File: src/rtl/mips_pkg.sv
// Shared MIPS execute-stage definitions: shift opcodes and datapath width.
// The opcode encodings mirror funct[2:0] of the R-type shift instructions.
package mips_pkg;

  localparam int DATA_W = 32;
  localparam int AMT_W  = $clog2(DATA_W);

  typedef logic [2:0] shiftop_t;

  localparam shiftop_t SHIFTOP_SLL  = 3'b000;
  localparam shiftop_t SHIFTOP_SRL  = 3'b010;
  localparam shiftop_t SHIFTOP_SRA  = 3'b011;
  localparam shiftop_t SHIFTOP_SLLV = 3'b100;
  localparam shiftop_t SHIFTOP_SRLV = 3'b110;
  localparam shiftop_t SHIFTOP_SRAV = 3'b111;

  // Bit 2 selects rs as the amount source; bits [1:0] select the shift kind.
  function automatic logic shiftop_var_amt(input shiftop_t op);
    return op[2];
  endfunction

  function automatic logic shiftop_is_left(input shiftop_t op);
    return op[1:0] == 2'b00;
  endfunction

  function automatic logic shiftop_is_arith(input shiftop_t op);
    return op[1:0] == 2'b11;
  endfunction

  function automatic logic shiftop_illegal(input shiftop_t op);
    return op[1:0] == 2'b01;
  endfunction

endpackage

File: src/rtl/barrel_shift_right.sv
// Combinational log-depth right barrel shifter with a caller-supplied fill bit.
// Stages shift by 16/8/4/2/1 in that order.
module barrel_shift_right
  import mips_pkg::*;
#(
  parameter int WIDTH = DATA_W,
  parameter int AMT_W_P = $clog2(WIDTH)
) (
  input  logic [WIDTH-1:0]   data,
  input  logic [AMT_W_P-1:0] amt,
  input  logic               fill,
  output logic [WIDTH-1:0]   data_out
);

  logic [WIDTH-1:0] stage_data [0:AMT_W_P];

  assign stage_data[0] = data;

  generate
    for (genvar gi = 0; gi < AMT_W_P; gi++) begin : g_stage
      localparam int SH = 1 << (AMT_W_P - 1 - gi);
      assign stage_data[gi+1] = amt[AMT_W_P-1-gi]
                              ? {{SH{fill}}, stage_data[gi][WIDTH-1:SH]}
                              : stage_data[gi];
    end
  endgenerate

  assign data_out = stage_data[AMT_W_P];

endmodule

File: src/rtl/mips_shifter.sv
// MIPS-I shift unit: decode, amount select, one shared right barrel and
// bit-reversal for left shifts, with a single output register stage.
module mips_shifter
  import mips_pkg::*;
#(
  parameter int WIDTH = DATA_W
) (
  input  logic             clk,
  input  logic             rst_n,
  input  logic             in_valid,
  input  logic [WIDTH-1:0] rs,
  input  logic [WIDTH-1:0] rt,
  input  logic [4:0]       shamt_in,
  input  logic [2:0]       shiftop,
  output logic [WIDTH-1:0] shift_out,
  output logic             out_valid,
  output logic             illegal_op
);

  localparam int AW = $clog2(WIDTH);

  logic [AW-1:0]    amt;
  logic             is_left;
  logic             is_arith;
  logic             is_illegal;
  logic             fill;
  logic [WIDTH-1:0] rt_rev;
  logic [WIDTH-1:0] shr_in;
  logic [WIDTH-1:0] shr_out;
  logic [WIDTH-1:0] shr_out_rev;
  logic [WIDTH-1:0] shift_out_next;
  logic [WIDTH-1:0] shift_out_reg;
  logic             out_valid_reg;
  logic             illegal_op_reg;

  // Only the low amount bits of rs matter; the rest are deliberately dropped.
  logic unused_rs_bits;
  assign unused_rs_bits = ^rs[WIDTH-1:AW];

  assign is_left    = shiftop_is_left(shiftop);
  assign is_arith   = shiftop_is_arith(shiftop);
  assign is_illegal = shiftop_illegal(shiftop);
  assign amt        = shiftop_var_amt(shiftop) ? rs[AW-1:0] : shamt_in[AW-1:0];
  assign fill       = is_arith & rt[WIDTH-1];

  // A left shift is a zero-fill right shift of the reversed word, reversed back.
  generate
    for (genvar gi = 0; gi < WIDTH; gi++) begin : g_rev
      assign rt_rev[gi]      = rt[WIDTH-1-gi];
      assign shr_out_rev[gi] = shr_out[WIDTH-1-gi];
    end
  endgenerate

  assign shr_in = is_left ? rt_rev : rt;

  barrel_shift_right #(
    .WIDTH   (WIDTH),
    .AMT_W_P (AW)
  ) u_barrel (
    .data     (shr_in),
    .amt      (amt),
    .fill     (fill),
    .data_out (shr_out)
  );

  always_comb begin
    shift_out_next = shr_out;
    if (is_illegal) begin
      shift_out_next = '0;
    end else if (is_left) begin
      shift_out_next = shr_out_rev;
    end
  end

  always_ff @(posedge clk or negedge rst_n) begin
    if (!rst_n) begin
      shift_out_reg  <= '0;
      out_valid_reg  <= 1'b0;
      illegal_op_reg <= 1'b0;
    end else begin
      shift_out_reg  <= shift_out_next;
      out_valid_reg  <= in_valid;
      illegal_op_reg <= in_valid & is_illegal;
    end
  end

  assign shift_out  = shift_out_reg;
  assign out_valid  = out_valid_reg;
  assign illegal_op = illegal_op_reg;

endmodule

File: config.mk
export PLATFORM = sky130hd
export DESIGN_NAME = mips_shifter
export DESIGN_NICKNAME = d
export VERILOG_FILES = /design/src/rtl/mips_pkg.sv /design/src/rtl/barrel_shift_right.sv /design/src/rtl/mips_shifter.sv
export SDC_FILE = /design/constraint.sdc
export NUM_CORES = 1
export LEC_CHECK = 0
export BUFFER_PORTS_ARGS = -buffer_cell sky130_fd_sc_hd__buf_4
export CAP_MARGIN = 20
export CORE_ASPECT_RATIO = 1.75
export CORE_MARGIN = 2
export CORE_UTILIZATION = 48
export DETAILED_ROUTE_END_ITERATION = 7
export HOLD_SLACK_MARGIN = 0.05
export PLACE_DENSITY = 0.78
export SYNTH_ARGS = -nofsm -noshare
export SYNTH_HDL_FRONTEND = slang
export SYNTH_SLANG_ARGS = --single-unit
File: constraint.sdc
create_clock -name clk -period 0.8 [get_ports clk]
set_clock_uncertainty 0.15 [all_clocks]
set_input_delay 0.16 -clock clk [delete_from_list [all_inputs] [get_ports clk]]
set_output_delay 0.16 -clock clk [all_outputs]
set_load 0.03 [all_outputs]
==> run_results.csv <==
group,metric,value,unit
status,status,"finished, violations left",
status,failed_checks,"negative hold slack, negative setup slack",
setup_path,cp.required,850,ps
timing,finalCriticalPeriod,2380,ps
synth,synth_top_area_share,0.226,
setup_path,worst_setup_path_start_kind,"input port",
timing,finalHoldWorstSlack,-330,ps
layout,final_common_cell,"buf_4",
synth,post_synth_edffs,0,
route,drtIter0Drc,695,
synth,post_synth_instance_area,3760,µm²
layout,diodes,0,
placed_design,placement.setup.worst_slack,-2030,ps
route,via_per_inst,7.02,
pwr,p_sw,4.10,mW
floorplanning,die-area,8580,µm²
pwr,switching_share,0.396,
timing,rsz0062_at_grt,"yes",
setup_path,timing.critical_path.mode_cell,"buf_6",
synth,share_of_synthesized_area_occupied_by_flip_flops_and_latches,0.226,
global_route,grt_use_total,0.421,
floorplanning,fp.dieW,70.9,µm
floorplanning,rows,42,
synth,synth_fp_nets,492,
synth,async_reset_ff_frac,1.00,
floorplanning,core_area,7570,µm²
layout,area_growth,71.6,%
synth,netlist_instances,417,
route,detailroute.via_count,4947,
layout,post_route_cells_drive_above_1_share,0.603,
synth,postSynth.topFlopCell,"dfrtp_1",
synth,synthTopCellsByArea,"dfrtp_1 23%, mux4_2 14%, mux2i_1 13%",
placed_design,count_of_buffers_inserted_at_the_top_level_ports,81,
layout,post_layout_nets,691,
global_route,overflow,0,
synth,synth.largest_area_cell,"dfrtp_1",
cts,cts_tree,"yes",
setup_path,crit_slowest_cell,"mux4_2",
layout,layout.filler_cells,399,
floorplanning,floorplan.initialDensity,0.497,
timing,setup_viol,67,
synth,post_synth.cell_area_avg,9.01,µm²
global_route,number_of_global_route_vias_before_repair,5191,
setup_path,worstSetupEndpointType,"flip-flop",
timing,hold_viol_final,35,
setup_path,crit_path_max_incr_delay,500,ps
setup_path,cp_data_arrival_time,2420,ps
cts,cts_root_buffer,"clkbuf_16",
timing,tightestPinTransition,543,ps
timing,clock.fmax,421,MHz
pwr,p_int,6.27,mW
floorplanning,io_pins,109,
cts,cts-buffers-inserted,5,
pwr,clock_power_share,0.213,
route,drc_errors,0,
synth,post_synth_num_cell_types,59,
placed_design,gp_congestion,1.02,
pwr,power_share_of_the_combinational_group,0.583,
timing,maxSlewViolCount,0,
flow_run,maxCapViolations,0,
placed_design,total_cell_area_at_the_placement_stage,5440,µm²
synth,ys_warns,0,
worst_hold_path,hp-class,"input port to async pin",
cts,max-clock-path-buffers,2,
timing,setup-tns-final,-57170,ps
placed_design,place.detailed.hpwl,13000,µm
cts,cts.clk_slew.worst_paths,50,ps
pwr,ir_drop,1.66,mV
timing,fin_ws,-1580,ps
floorplanning,die_h,121,µm
layout,commonest_non_fill_non_tap_cells_in_the_layout,"176 x buf_4, 45 x buf_6, 34 x dfrtp_1",
route,antenna_left,0,
setup_path,timing.critical_path.cells,"buf_6 -> or2_4 -> buf_6 -> buf_6 -> mux2i_2 -> mux4_2 -> a22oi_2 -> mux2i_2 -> mux2_4 -> o22ai_2",
global_route,first_pass_grt_wire_length,27700,µm
layout,largest_register_ffs,32,
setup_path,startpoint,"shiftop[1]",
timing,final.period_utilization,2.97,
pwr,seq_power_share,0.204,
pwr,powerDensity,1610,nW/µm²
timing,max-slew-margin-rel,0.632,
route,route.final.wire_length,18500,µm
synth,postSynthRegisterBits,34,
cts,tritoncts_num_sinks,34,
setup_path,worstSetupEndpoint,"shift_out[20]",
global_route,antenna_found_initial,0,
global_route,largest_net_degree_at_the_start_of_global_routing,35,
cts,cts_max_level,2,
layout,post_layout_inst_area,6450,µm²
route,avgRoutedWirePerCell,26.3,µm
setup_path,critical_path.max_fanout,8,
route,number_of_iterations_in_the_first_detailed_routing_pass,6,
setup_path,timing.setup.critical_path_class,"input port to flip-flop",
pwr,leakage_power_total,2.85,nW
per-layer routing:
layer / track usage / wire length, µm / vias to the layer above
met1: 0.444 / 6020 / 2372
met5: 0 / 0 / -
li1: - / - / 2054
met4: 0.338 / 1800 / 0
met2: 0.742 / 9380 / 377
met3: 0.0407 / 1330 / 144
worst min path at each step:
stage | depth (start not counted) | start | slack, ps | endpoint
finish | 1 | rst_n | -330 | shift_out[30]
global route | 1 | rst_n | -290 | shift_out[28]
CTS | 1 | rst_n | -320 | out_valid
detailed placement | 1 | rst_n | -40 | out_valid
global placement | 1 | rst_n | -50 | shift_out[28]
floorplan | 0 | rst_n | -290 | illegal_op
critical path, delay by kind of cell:
kind,cells,cell delay (ps)
multiplexers,4,1100
AND/OR/NAND/NOR,1,310
buffers and inverters,3,360
AO/OA/AOI/OAI,2,490
stage by stage:
stage	utilization	hold WS [ps]	power (mW)	std cells
2_1_floorplan	-	-286	4.73	417
3_3_place_gp	0.719	-45.8	6.80	680
3_5_place_dp	0.719	-36.1	6.88	680
4_1_cts	0.829	-325	9.80	702
5_1_grt	0.852	-293	10.6	705
6_report	0.852	-330	10.4	705
Yosys cell counts, drive strengths merged, types with 5 or more instances:
| cell | instances |
|---|---|
| a211oi | 8 |
| a21oi | 26 |
| a22o | 11 |
| a22oi | 10 |
| a31oi | 7 |
| buf | 23 |
| clkbuf | 19 |
| dfrtp | 34 |
| inv | 6 |
| mux2 | 17 |
| mux2i | 49 |
| mux4 | 23 |
| nand2 | 33 |
| nand3 | 11 |
| nand4 | 5 |
| nor2 | 24 |
| nor3 | 17 |
| o21ai | 25 |
| o22ai | 17 |
power groups by stage:
| stage | Clock, mW | Sequential [mW] | Combinational (mW) |
|---|---|---|---|
| floorplan | 0 | 2.59 | 2.14 |
| global placement | 0 | 2.07 | 4.73 |
| detailed placement | 0 | 2.08 | 4.80 |
| CTS | 2.15 | 2.12 | 5.54 |
| global route | 2.25 | 2.13 | 6.23 |
| finish | 2.21 | 2.12 | 6.04 |
cells by family (layout without fill, tap and decap cells):
logic type | count (synthesis) | in the layout | share of synthesized area
flops | 34 | 34 | 0.226
simple gates | 101 | 101 | 0.124
buf+inv | 49 | 249 | 0.0633
mux | 89 | 89 | 0.320
compound gates | 144 | 144 | 0.266
repair_timing:
| action | in CTS | in global routing |
|---|---|---|
| resized for setup | 118 | 37 |
| gates cloned | 2 | 0 |
| pin swaps | 40 | 16 |
| endpoints found under the hold margin | 36 | 36 |
| setup buffers | 15 | 4 |
| endpoints found under the setup margin | 67 | 67 |
layout make-up:
class | instances | area (µm²) | share of cell area
clock inverter | 2 | 37.5 | 0.00582
clock buffer | 6 | 129 | 0.0200
multi-input combinational | 334 | 3180 | 0.493
tap | 88 | 110 | 0.0171
timing repair buffer | 234 | 2090 | 0.324
inverter | 7 | 52.6 | 0.00815
sequential | 34 | 851 | 0.132
Power figures use the tool's default switching activity.
